==> src/rtl/mips_multicycle_core_if.sv <==
// rtl/mips_multicycle_core_if.sv - instruction and data memory req/ready bundle
interface mips_multicycle_core_if #(
    parameter int DATA_W  = 16,
    parameter int PC_W    = 10,
    parameter int DADDR_W = 10
);
    logic               imem_req;
    logic [PC_W-1:0]    imem_addr;
    logic               imem_ready;
    logic [15:0]        imem_data;
    logic               dmem_req;
    logic               dmem_we;
    logic [DADDR_W-1:0] dmem_addr;
    logic [DATA_W-1:0]  dmem_wdata;
    logic               dmem_ready;
    logic [DATA_W-1:0]  dmem_rdata;

    modport master (
        output imem_req, imem_addr,
        input  imem_ready, imem_data,
        output dmem_req, dmem_we, dmem_addr, dmem_wdata,
        input  dmem_ready, dmem_rdata
    );

    modport slave (
        input  imem_req, imem_addr,
        output imem_ready, imem_data,
        input  dmem_req, dmem_we, dmem_addr, dmem_wdata,
        output dmem_ready, dmem_rdata
    );
endinterface

==> src/rtl/mips_multicycle_core.sv <==
// rtl/mips_multicycle_core.sv - multi-cycle 16-bit-encoding MIPS core with req/ready memories
module mips_multicycle_core #(
    parameter int DATA_W   = 16,
    parameter int PC_W     = 10,
    parameter int DADDR_W  = 10,
    parameter int RESET_PC = 0
) (
    input  logic                   clock,
    input  logic                   reset_n,
    mips_multicycle_core_if.master mem,
    output logic [DATA_W-1:0]      alu_out,
    output logic [15:0]            ir,
    output logic                   halted
);
    typedef enum logic [2:0] {S_FETCH, S_DECODE, S_EXEC, S_MEM, S_WB, S_HALT} state_t;

    localparam logic [3:0] OP_ADD  = 4'h0;
    localparam logic [3:0] OP_SUB  = 4'h1;
    localparam logic [3:0] OP_AND  = 4'h2;
    localparam logic [3:0] OP_OR   = 4'h3;
    localparam logic [3:0] OP_ADDI = 4'h4;
    localparam logic [3:0] OP_LW   = 4'h5;
    localparam logic [3:0] OP_SW   = 4'h6;
    localparam logic [3:0] OP_SLT  = 4'h7;
    localparam logic [3:0] OP_BEQ  = 4'h8;
    localparam logic [3:0] OP_HALT = 4'hF;

    state_t             state, state_next;
    logic [PC_W-1:0]    pc;
    logic [15:0]        ir_q;
    logic [DATA_W-1:0]  a_q, b_q, alu_q, mdr_q;
    logic [DATA_W-1:0]  rf [0:3];

    logic [3:0]         op;
    logic [1:0]         rs, rt, rd, wb_dest;
    logic signed [7:0]  imm8;
    logic [DATA_W-1:0]  imm, src2, diff, alu_res;
    logic [PC_W-1:0]    pc_off;
    logic               is_rtype, is_mem, zero;

    assign op       = ir_q[15:12];
    assign rs       = ir_q[11:10];
    assign rt       = ir_q[9:8];
    assign rd       = ir_q[7:6];
    assign imm8     = ir_q[7:0];
    assign imm      = DATA_W'(imm8);
    assign pc_off   = PC_W'(imm8);
    assign is_rtype = (op == OP_ADD) || (op == OP_SUB) || (op == OP_AND) ||
                      (op == OP_OR)  || (op == OP_SLT);
    assign is_mem   = (op == OP_LW) || (op == OP_SW);
    assign wb_dest  = is_rtype ? rd : rt;

    always_comb begin
        src2 = (op == OP_ADDI || is_mem) ? imm : b_q;
        diff = a_q - b_q;
        case (op)
            OP_SUB, OP_BEQ: alu_res = diff;
            OP_AND:         alu_res = a_q & b_q;
            OP_OR:          alu_res = a_q | b_q;
            OP_SLT:         alu_res = {{(DATA_W-1){1'b0}}, ($signed(a_q) < $signed(b_q))};
            default:        alu_res = a_q + src2;
        endcase
    end

    assign zero = (diff == '0);

    always_ff @(posedge clock) begin
        if (!reset_n) state <= S_FETCH;
        else          state <= state_next;
    end

    always_comb begin
        state_next = state;
        case (state)
            S_FETCH:  if (mem.imem_ready) state_next = S_DECODE;
            S_DECODE: state_next = (op == OP_HALT) ? S_HALT : S_EXEC;
            S_EXEC: begin
                if (is_rtype || op == OP_ADDI) state_next = S_WB;
                else if (is_mem)               state_next = S_MEM;
                else                           state_next = S_FETCH;
            end
            S_MEM:    if (mem.dmem_ready) state_next = (op == OP_LW) ? S_WB : S_FETCH;
            S_WB:     state_next = S_FETCH;
            S_HALT:   state_next = S_HALT;
            default:  state_next = S_FETCH;
        endcase
    end

    // Requests are gated by reset_n so an in-flight handshake is dropped in the reset cycle itself.
    always_comb begin
        mem.imem_req = 1'b0;
        mem.dmem_req = 1'b0;
        mem.dmem_we  = 1'b0;
        halted       = 1'b0;
        if (reset_n) begin
            case (state)
                S_FETCH: mem.imem_req = 1'b1;
                S_MEM: begin
                    mem.dmem_req = 1'b1;
                    mem.dmem_we  = (op == OP_SW);
                end
                S_HALT:  halted = 1'b1;
                default: ;
            endcase
        end
    end

    assign mem.imem_addr  = pc;
    assign mem.dmem_addr  = alu_q[DADDR_W-1:0];
    assign mem.dmem_wdata = b_q;
    assign alu_out        = alu_q;
    assign ir             = ir_q;

    always_ff @(posedge clock) begin
        if (!reset_n) begin
            pc    <= PC_W'(RESET_PC);
            ir_q  <= '0;
            a_q   <= '0;
            b_q   <= '0;
            alu_q <= '0;
            mdr_q <= '0;
            for (int i = 0; i < 4; i++) rf[i] <= '0;
        end else begin
            case (state)
                S_FETCH: if (mem.imem_ready) begin
                    ir_q <= mem.imem_data;
                    pc   <= pc + PC_W'(1);
                end
                S_DECODE: begin
                    a_q <= rf[rs];
                    b_q <= rf[rt];
                end
                S_EXEC: begin
                    alu_q <= alu_res;
                    if (op == OP_BEQ && zero) pc <= pc + pc_off;
                end
                S_MEM: if (mem.dmem_ready && op == OP_LW) mdr_q <= mem.dmem_rdata;
                // rf[0] is never written, so it reads as zero without a read-side mux.
                S_WB: if (wb_dest != 2'd0) rf[wb_dest] <= (op == OP_LW) ? mdr_q : alu_q;
                default: ;
            endcase
        end
    end
endmodule
==> src/flat_wrapper.sv <==
// flat-port wrapper written by rule: the top's interface ports become plain ports
module mips_multicycle_core_flat 
#(
    parameter int DATA_W   = 16,
    parameter int PC_W     = 10,
    parameter int DADDR_W  = 10,
    parameter int RESET_PC = 0
)
  (clock, reset_n, alu_out, ir, halted, mem_imem_req, mem_imem_addr, mem_imem_ready, mem_imem_data, mem_dmem_req, mem_dmem_we, mem_dmem_addr, mem_dmem_wdata, mem_dmem_ready, mem_dmem_rdata);
  mips_multicycle_core_if #(.DATA_W(DATA_W), .PC_W(PC_W), .DADDR_W(DADDR_W)) mem_i ();
  input  logic clock;
  input  logic reset_n;
  output logic [DATA_W-1:0] alu_out;
  output logic [15:0] ir;
  output logic halted;
  output wire logic [$bits(mem_i.imem_req)-1:0] mem_imem_req;
  output wire logic [$bits(mem_i.imem_addr)-1:0] mem_imem_addr;
  input wire logic [$bits(mem_i.imem_ready)-1:0] mem_imem_ready;
  input wire logic [$bits(mem_i.imem_data)-1:0] mem_imem_data;
  output wire logic [$bits(mem_i.dmem_req)-1:0] mem_dmem_req;
  output wire logic [$bits(mem_i.dmem_we)-1:0] mem_dmem_we;
  output wire logic [$bits(mem_i.dmem_addr)-1:0] mem_dmem_addr;
  output wire logic [$bits(mem_i.dmem_wdata)-1:0] mem_dmem_wdata;
  input wire logic [$bits(mem_i.dmem_ready)-1:0] mem_dmem_ready;
  input wire logic [$bits(mem_i.dmem_rdata)-1:0] mem_dmem_rdata;
  assign mem_imem_req = mem_i.imem_req;
  assign mem_imem_addr = mem_i.imem_addr;
  assign mem_i.imem_ready = mem_imem_ready;
  assign mem_i.imem_data = mem_imem_data;
  assign mem_dmem_req = mem_i.dmem_req;
  assign mem_dmem_we = mem_i.dmem_we;
  assign mem_dmem_addr = mem_i.dmem_addr;
  assign mem_dmem_wdata = mem_i.dmem_wdata;
  assign mem_i.dmem_ready = mem_dmem_ready;
  assign mem_i.dmem_rdata = mem_dmem_rdata;
  mips_multicycle_core #(.DATA_W(DATA_W), .PC_W(PC_W), .DADDR_W(DADDR_W), .RESET_PC(RESET_PC)) u_core (.clock(clock), .reset_n(reset_n), .mem(mem_i), .alu_out(alu_out), .ir(ir), .halted(halted));
endmodule
==> config.mk <==
export PLATFORM = sky130hd
export DESIGN_NAME = mips_multicycle_core_flat
export DESIGN_NICKNAME = d
export VERILOG_FILES = /design/src/rtl/mips_multicycle_core_if.sv /design/src/rtl/mips_multicycle_core.sv /design/src/flat_wrapper.sv
export SDC_FILE = /design/constraint.sdc
export NUM_CORES = 1
export LEC_CHECK = 0
export BUFFER_PORTS_ARGS = -buffer_cell sky130_fd_sc_hd__buf_2
export CORE_MARGIN = 2
export CORE_UTILIZATION = 30
export CTS_BUF_LIST = sky130_fd_sc_hd__clkbuf_4 sky130_fd_sc_hd__clkbuf_8
export CTS_CLUSTER_DIAMETER = 30
export DETAILED_ROUTE_END_ITERATION = 8
export PLACE_DENSITY = 0.53
export SYNTH_ARGS = -nofsm -noshare
export SYNTH_HDL_FRONTEND = slang
export SYNTH_SLANG_ARGS = --single-unit
==> constraint.sdc <==
create_clock -name clock -period 3.6 [get_ports clock]
set_input_delay 0.9 -clock clock [delete_from_list [all_inputs] [get_ports clock]]
set_output_delay 0.9 -clock clock [all_outputs]
set_load 0.05 [all_outputs]
-- Yosys cells after proc, flatten, opt, wreduce, memory -nomap -nowiden
Memory sizes are Yosys's and may differ from the RTL's. A register that Yosys moved wholly into a read port is not among the register bits.
Cells that the tools add are included.
- register bits: 61
- memory bits (writable): 64
- input bits: 36
- output and inout port bits: 72
- word-level logic and storage cells: 82
- memories: 1
- memory list (memory ; words ; bits a word ; rd ports ; clocked after memory_dff ; wr ports ; line ; source):
    u_core.rf ; 4 ; 16 ; 2 ; 2 ; 4 ; mips_multicycle_core.sv:32 ; logic [DATA_W-1:0] rf [0:3];
- add/sub/neg operators: 4
- $lt $le $gt $ge: 1
- eq/ne operators: 17
- muxes and demuxes: 30
- bitwise logic cells: 2
- reduce and logical (&&, ||, !) cells: 22
- operators with widths (operator ; count):
    case mux 16 bit (4 select lines) ; 1
    two-way mux 16 bit ; 3
    two-way mux 10 bit ; 2
    case mux 10 bit (2 select lines) ; 1
    adder 16 bit ; 1
    bitwise AND 16 bit ; 1
    equality test 4 x 3 -> 1 bit (second input constant) ; 4
    zero test 16 bit ; 1
    < comparator 16 bit ; 1
    bitwise OR 16 bit ; 1
    OR reduction 16 bit ; 1
    subtractor 16 bit ; 1
    two-way mux 3 bit ; 5
    case mux 3 bit (5 select lines) ; 1
    two-way mux 1 bit ; 14
    adder 10 x 1 -> 10 bit (second input constant) ; 1
    adder 10 bit ; 1
    equality test 4 x 2 -> 1 bit (second input constant) ; 2
    equality test 4 bit (second input constant) ; 2
    logical OR 1 bit ; 7
    equality test 3 x 2 -> 1 bit (second input constant) ; 2
    equality test 3 bit (second input constant) ; 2
    two-way mux 2 bit ; 3
    AND reduction 2 bit ; 3
    other kinds (11) ; 15

-- Depth between registers and ports, before layout
Gate-level depths: netlist of the first run.
- depth after elaboration: 13
- mapped depth: 15

-- Least setup slack after synthesis of the first run
No wires, ideal clock.
- path kind: register to register
- from: reg u_core.ir_q[12], in the netlist u_core.ir[12]
- to: mem u_core.rf[3][0] (enable)
- arrival time: 3.324 ns
- setup slack: -0.159 ns
- stages on the path, launching flop included: 6
- clock period less this slack: 3.759 ns
- path through: dfxtp_1 -> clkbuf_1 -> nand2_1 -> a21oi_1 -> mux2i_1 -> o41ai_1
- RTL lines (item ; line ; source):
    start: declaration ; mips_multicycle_core.sv:30 ; logic [15:0] ir_q;
    start signal: assignment ; mips_multicycle_core.sv:126 ; ir_q <= mem.imem_data;
    end: declaration ; mips_multicycle_core.sv:32 ;

-- Worst setup path after layout of the first run
- from: reg u_core.state[1]
- to: reg u_core.pc[8], in the netlist u_core.mem.imem_addr[8]
- word-level cells in the longest chain between the ends: 3
- elaborated cells between the ends (all ways): 7
- those cells by class: 3 x eq/ne; 1 x mux; 3 x reduce/logical
- ends and longest elaborated chain (item ; line ; source):
    start: declaration ; mips_multicycle_core.sv:28 ; state_t state, state_next;
    start signal: assignment ; mips_multicycle_core.sv:69 ; else state <= state_next;
    equality test 3 x 2 -> 1 bit / zero test 3 bit (equally long branches) ; mips_multicycle_core.sv:124 ; case (state)
    != test 2 x 1 -> 1 bit (no source line), or another cell as far along ; - ;
    AND reduction 3 bit (no source line) ; - ;
    end signal: assignment ; mips_multicycle_core.sv:116 ; pc <= PC_W'(RESET_PC);
    end signal: assignment ; mips_multicycle_core.sv:127 ; pc <= pc + PC_W'(1);
    end signal: assignment ; mips_multicycle_core.sv:135 ; if (op == OP_BEQ && zero) pc <= pc + pc_off;
    end: declaration ; mips_multicycle_core.sv:29 ; logic [PC_W-1:0] pc;
Several ways; a longest one is shown, not always the timed one.
A chain may end at the register's enable or synchronous reset.

==> impl_metrics.py, run 1 <==
metrics = {
    "die": {
        "fp-row-count": 67,
        "die_h_um": 187,
        "io-pin-count": 108,
        "die_width_um": 187,
        "initial_utilization": 0.303,
        "core-area_sq_um": 33400,
        "die-area_sq_um": 35100,
    },
    "layout": {
        "syn_to_final_growth_pct": 17.1,
        "ff_latch_area_sq_um": 3790,
        "fin_util": 0.354,
        "multi_input_area_sq_um": 5840,
        "insertedDiodeCount": 0,
        "drive_gt1_frac": 0.220,
        "fin_nets": 1354,
        "nFillCells": 3522,
    },
    "power_and_ir_drop": {
        "pwr-share-seq": 0.280,
        "intPower_uw": 4300,
        "fin_total_pwr_uw": 8280,
        "pwr-share-clk": 0.168,
        "worst_ir_drop_vdd_mv": 0.287,
        "pwr-share-comb": 0.552,
        "p_per_area_nw_per_um2": 701,
        "p_leak_uw": 0.00501,
        "switching_share": 0.481,
        "p_sw_uw": 3990,
    },
    "detailed_routing": {
        "num_vias": 8607,
        "drt_first_pass_iters": 5,
        "ant_nets": 0,
        "drt_iter0_markers": 643,
        "drcViolationCount": 0,
        "post_drt_wl_per_cell_um": 18.9,
        "vias_per_cell": 5.05,
        "routed_wl_um": 32300,
    },
    "setup_path": {
        "cpLargestDelayFamily": "compound AO/OA/AOI/OAI gates",
        "arrival_ns": 3.74,
        "end_kind": "flip-flop",
        "critPathMaxFanout": 2,
        "ff2ff_setup_slack_ns": 0.20,
        "cp_num_buf_inv": 0,
        "cp_slowest_cell": "or3b_2",
        "critical_path_class": "reg2reg",
        "required_ns": 3.95,
        "path_cells": "or3b_2, or2_2, ha_1, fa_1, a21o_1, a211o_1, a2111oi_4, a21oi_1, xnor2_1, nor4_1, mux2i_1, o221ai_1",
        "cpPeakStageDelay_ns": 0.46,
        "crit_path_start_kind": "flip-flop",
    },
    "logic_synthesis": {
        "ys_ff_latch": 157,
        "synth_top_cell_by_area": "edfxtp_1",
        "seq_area_frac_synth": 0.375,
        "netlist_area_sq_um": 10100,
        "synth_edf_count": 64,
        "postSynthAreaPerCell_sq_um": 8.98,
        "synth.most_common_cell": "nand2_1",
        "syn-instance-count": 1125,
        "synth_cell_types": 79,
        "synth_common_cells": "nand2_1 (191), a21oi_1 (113), dfxtp_1 (93)",
        "synthArstFlopShare": 0,
        "synth_ff_type": "dfxtp_1",
        "yosysWarnings": 0,
        "synth.top_cell.area_share": 0.190,
        "ys_top_cells_by_area": "edfxtp_1 (19%), dfxtp_1 (18%), ha_1 (8.9%)",
    },
    "placed_design": {
        "gp_congestion": 0.894,
        "numPortBuffers": 107,
        "dp_hpwl_um": 24500,
    },
    "sta": {
        "final_max_slew_viol_count": 0,
        "hold_viol": 0,
        "clock_skew_ns": 0.0187,
        "fin_crit_sh": 0.943,
        "setup_viol": 0,
        "worst_pin_slew_ns": 0.884,
        "clock.fmax_ghz": 0.294,
        "slew_headroom": 0.411,
        "period_needed_ns": 3.40,
        "rsz0062_at_grt": "no",
    },
    "clock_tree": {
        "clockBufferDepth": 2,
        "cts_max_level": 4,
        "cts_tree": "done",
        "cts_root_buffer": "clkbuf_8",
        "numClockSinks": 157,
        "cts.reportedPaths.clkPinSlew_ns": 0.10,
        "insertion_delay_ns": 0.47,
        "numCtsBuffers": 17,
    },
    "run": {
        "max_cap_violations": 0,
    },
    "global_route": {
        "antenna_found_initial": 0,
        "overflow": 0,
        "grt_max_degree": 45,
        "grt_pass1_vias": 8520,
        "grt_usage": 0.184,
        "grt_pass1_wl_um": 49600,
    },
    "status": {
        "run_status": "finished clean",
    },
    "worst_hold_path": {
        "min_path_type": "reg2reg",
    },
}
[path summary, 6_finish.rpt]
| check | start | end | cells after the start |
|---|---|---|---|
| min | u_core.mdr_q[4]$_SDFFE_PN0P_ | u_core.mdr_q[4]$_SDFFE_PN0P_ | 2 |
| min reg2reg | u_core.mdr_q[4]$_SDFFE_PN0P_ | u_core.mdr_q[4]$_SDFFE_PN0P_ | 2 |
| max reg2reg | u_core.state[1]$_SDFFE_PN0P_ | u_core.mem.imem_addr[8]$_SDFFE_PN0P_ | 12 |
| max | u_core.state[1]$_SDFFE_PN0P_ | u_core.mem.imem_addr[8]$_SDFFE_PN0P_ | 12 |
[cell type report]
type	count	share of cell area
clock buffers	17	0.0198
clock inverters	15	0.0151
inverters	71	0.0225
multi-input cells	836	0.494
flip-flops and latches	157	0.320
well taps	448	0.0474
repair buffers	160	0.0806
[worst register-to-register path, stage by stage, from the launching register on]
cell and delay (ns):
dfxtp_1 0.34, or3b_2 0.46, or2_2 0.31, ha_1 0.23, fa_1 0.41, a21o_1 0.19, a211o_1 0.34, a2111oi_4 0.30
a21oi_1 0.09, xnor2_1 0.23, nor4_1 0.07, mux2i_1 0.18, o221ai_1 0.13
[state kept, by name, indices dropped and copies added, names as in the netlist]
signal / flops
u_core.a_q: 16
u_core.mem.imem_addr: 10
u_core.alu_out: 16
u_core.ir: 16
u_core.mdr_q: 16
u_core.state: 3
u_core.rf: 64
u_core.mem.dmem_wdata: 16
[cells by family after synthesis]
| group | synth area share |
|---|---|
| muxes | 0.103 |
| xor gates and xnor gates | 0.0260 |
| adders and majority gates | 0.0962 |
| buffers and inverters | 0.0587 |
| other | 0.000371 |
| and+or+nand+nor | 0.175 |
| DFF | 0.375 |
| AOI/OAI and AO/OA | 0.166 |
[power by group through the flow]
stage                     combinational, uW  clock, uW  sequential, uW
after floorplan                        2690          0            2710
after global placement                 4540          0            2350
after detailed placement               4510          0            2360
after CTS                              4530       1430            2320
after global routing                   4960       1490            2350
final                                  4570       1390            2320
[stage by stage]
stage	cell area, sq um	setup slack, ns	hold WS [ns]	setup TNS (ns)	std cells
floorplan	10200	0.0111	0.433	0	1140
global placement	11400	0.102	0.447	0	1671
detailed placement	11400	-0.00623	0.447	-0.00623	1671
CTS	11800	0.00153	0.461	0	1703
global route	11800	0.00924	0.485	0	1704
finish	11800	0.204	0.459	0	1704
[timing repair]
item	in CTS	in global routing
hold buffers	0	0
pin swaps	0	1
gates cloned	0	0
resized for setup	1	7
endpoints found under the setup margin	1	9
setup buffers	0	1
[layer usage]
metal / vias to the layer above / global-route usage / wire [um]
li1: 4223 / - / -
met1: 4165 / 0.248 / 15400
met2: 182 / 0.307 / 15100
met3: 37 / 0.0231 / 1060
met4: 0 / 0.0569 / 730
met5: - / 0 / 0
[cell usage in the layout (no fill, tap or decap), drive strengths merged, types with 6 or more instances in the layout]
| cell | Yosys | layout |
|---|---|---|
| a211oi | 10 | 10 |
| a21o | 17 | 17 |
| a21oi | 113 | 113 |
| a221oi | 9 | 9 |
| a22oi | 6 | 6 |
| a31oi | 6 | 6 |
| and3 | 15 | 15 |
| buf | 19 | 160 |
| clkbuf | 57 | 17 |
| clkinv | 1 | 7 |
| conb | 1 | 16 |
| dfxtp | 93 | 93 |
| edfxtp | 64 | 64 |
| ha | 72 | 72 |
| inv | 70 | 77 |
| mux2 | 24 | 24 |
| mux4 | 32 | 32 |
| nand2 | 191 | 191 |
| nand2b | 13 | 13 |
| nand3 | 14 | 14 |
| nor2 | 81 | 81 |
| nor2b | 9 | 9 |
| nor3 | 17 | 17 |
| o211ai | 9 | 9 |
| o21a | 7 | 7 |
| o21ai | 40 | 40 |
| o311ai | 7 | 7 |
| or2 | 7 | 7 |
| xnor2 | 21 | 21 |
| xor2 | 9 | 9 |
No activity file was read; power rests on OpenSTA's default activity.
==> inputs of run 2 (changes only) <==
Settings changed: ABC_AREA from default to 1.
==> impl_metrics.py, run 2 <==
metrics = {
    "status": {
        "run_status": "finished clean",
    },
    "global_route": {
        "grt_usage": 0.181,
        "antenna_found_initial": 0,
        "overflow": 0,
        "grt_pass1_vias": 8803,
        "grt_pass1_wl_um": 49800,
        "grt_max_degree": 65,
    },
    "detailed_routing": {
        "drt_iter0_markers": 822,
        "num_vias": 9490,
        "ant_nets": 0,
        "drcViolationCount": 0,
        "vias_per_cell": 4.86,
        "routed_wl_um": 32200,
        "post_drt_wl_per_cell_um": 16.5,
        "drt_first_pass_iters": 5,
    },
    "layout": {
        "largest_reg_flops": 64,
        "layout_commonest_cell": "inv_1",
        "layout_common_cells": "inv_1 (225), o21ai_0 (222), nand2_1 (193)",
        "nFillCells": 3611,
        "syn_to_final_growth_pct": 13.2,
        "insertedDiodeCount": 0,
        "final-instance-count-excl-fill": 1952,
        "drive_gt1_frac": 0.124,
        "fin_nets": 1602,
        "multi_input_area_sq_um": 5230,
        "regMostFlops": "u_core.rf",
        "ff_latch_area_sq_um": 3780,
    },
    "placed_design": {
        "dp_hpwl_um": 24400,
        "numPortBuffers": 107,
        "dp_cells": 1920,
        "gp_congestion": 0.917,
    },
    "clock_tree": {
        "cts_tree": "done",
        "cts_root_buffer": "clkbuf_8",
        "cts_max_level": 4,
        "clockBufferDepth": 2,
        "cts_setup_buffers": 0,
        "insertion_delay_ns": 0.47,
        "cts-hold-fix-buffers": 0,
        "numCtsBuffers": 17,
        "cts.reportedPaths.clkPinSlew_ns": 0.11,
        "ctsResizeCount": 0,
        "numClockSinks": 157,
    },
    "die": {
        "io-pin-count": 108,
        "fp-row-count": 67,
        "core-area_sq_um": 33400,
        "die-area_sq_um": 35300,
        "initial_utilization": 0.304,
        "die_width_um": 188,
        "die_h_um": 188,
    },
    "setup_path": {
        "crit_path_start_kind": "flip-flop",
        "cpPeakStageDelay_ns": 0.51,
        "cp_slowest_cell": "nand2_1",
        "path_cells": "inv_1, ha_1, inv_1, fa_1, or2_2, nor3_1, nand3_1, nor2_1, nand2_1, nor2_1, nand3_1, nand2_1, nand3_1, nand2_1, nor2_1",
        "critical_path_class": "reg2reg",
        "critPathMaxFanout": 20,
        "arrival_ns": 3.63,
        "end_kind": "flip-flop",
        "required_ns": 3.97,
    },
    "logic_synthesis": {
        "postSynthAreaPerCell_sq_um": 7.23,
        "synth_edf_count": 64,
        "yosysWarnings": 0,
        "syn-instance-count": 1404,
        "synth_cell_types": 48,
        "synth_ff_type": "dfxtp_1",
        "synthArstFlopShare": 0,
        "ys_ff_latch": 157,
        "netlist_area_sq_um": 10200,
        "seq_area_frac_synth": 0.373,
        "synth_common_cells": "inv_1 (225), o21ai_0 (222), nand2_1 (193)",
        "ys_top_cells_by_area": "edfxtp_1 (19%), dfxtp_1 (18%), o21ai_0 (11%)",
        "synth.most_common_cell": "inv_1",
        "synth.top_cell.area_share": 0.189,
        "synth_top_cell_by_area": "edfxtp_1",
    },
    "run": {
        "max_cap_violations": 0,
    },
    "sta": {
        "setup_viol": 0,
        "fin_hold_ws_ns": 0.452,
        "clock.fmax_ghz": 0.306,
        "tns_ns": 0,
        "final_max_slew_viol_count": 0,
        "hold_viol": 0,
        "period_needed_ns": 3.26,
        "clock_skew_ns": 0.0289,
        "slew_headroom": 0.377,
        "fin_crit_sh": 0.907,
        "worst_pin_slew_ns": 0.933,
        "rsz0062_at_grt": "no",
    },
    "power_and_ir_drop": {
        "p_leak_uw": 0.00537,
        "p_per_area_nw_per_um2": 591,
        "worst_ir_drop_vdd_mv": 0.217,
    },
    "worst_hold_path": {
        "min_path_type": "reg2reg",
    },
}
[run 2: final timing paths]
check / slack (ns) / cells after the start / end / startpoint
setup / recovery: 0.34 / 15 / u_core.mem.imem_addr[2]$_SDFFE_PN0P_ / u_core.a_q[0]$_SDFFE_PN0N_
hold / removal: 0.45 / 2 / u_core.mdr_q[5]$_SDFFE_PN0P_ / u_core.mdr_q[5]$_SDFFE_PN0P_
setup reg to reg: 0.34 / 15 / u_core.mem.imem_addr[2]$_SDFFE_PN0P_ / u_core.a_q[0]$_SDFFE_PN0N_
hold reg to reg: 0.45 / 2 / u_core.mdr_q[5]$_SDFFE_PN0P_ / u_core.mdr_q[5]$_SDFFE_PN0P_
[run 2: power breakdown]
part	switching [uW]	internal, uW
clock network	753	628
registers	230	2040
logic	2230	912
[run 2: metal layers]
metal,track usage,vias to the layer above,wire (um)
met5,0,-,0
met3,0.0225,26,1540
met2,0.290,280,14300
met4,0.0430,0,455
met1,0.258,4410,15900
li1,-,4774,-
[run 2: cells by family (layout without fill, tap and decap cells)]
group,after synthesis,after routing,share of synthesized area
AND/OR/NAND/NOR,435,435,0.180
XOR/XNOR,14,14,0.0121
adder cells (fa/ha/maj),75,75,0.0946
other,1,16,0.000369
buffers and inverters,302,387,0.118
AO/OA/AOI/OAI,420,420,0.222
flip-flops,157,157,0.373
[run 2: area by class of cell]
class                           count  area share
Multi-Input combinational cell    960       0.455
Sequential cell                   157       0.329
Inverter                          231      0.0754
Timing Repair Buffer              124      0.0577
Tap cell                          448      0.0487
Clock buffer                       17      0.0203
Clock inverter                     15      0.0138
[run 2: through the flow]
step | instance area (sq um) | utilization | total power (uW) | worst slack (ns)
6_report | 11500 | 0.344 | 6790 | 0.337
5_1_grt | 11500 | 0.344 | 7300 | 0.0350
4_1_cts | 11500 | 0.344 | 6810 | 0.357
3_5_place_dp | 11100 | 0.332 | 5420 | 0.395
3_3_place_gp | 11100 | 0.332 | 5400 | 0.423
2_1_floorplan | 10200 | - | 4540 | 0.375
[run 2: critical path: cells and delay by family, from the launching register on]
| kind | cells | cell delay [ns] |
|---|---|---|
| AND/OR/NAND/NOR | 11 | 1.89 |
| adder cells (fa/ha/maj) | 2 | 0.63 |
| flip-flops | 1 | 0.40 |
| buffers and inverters | 2 | 0.22 |
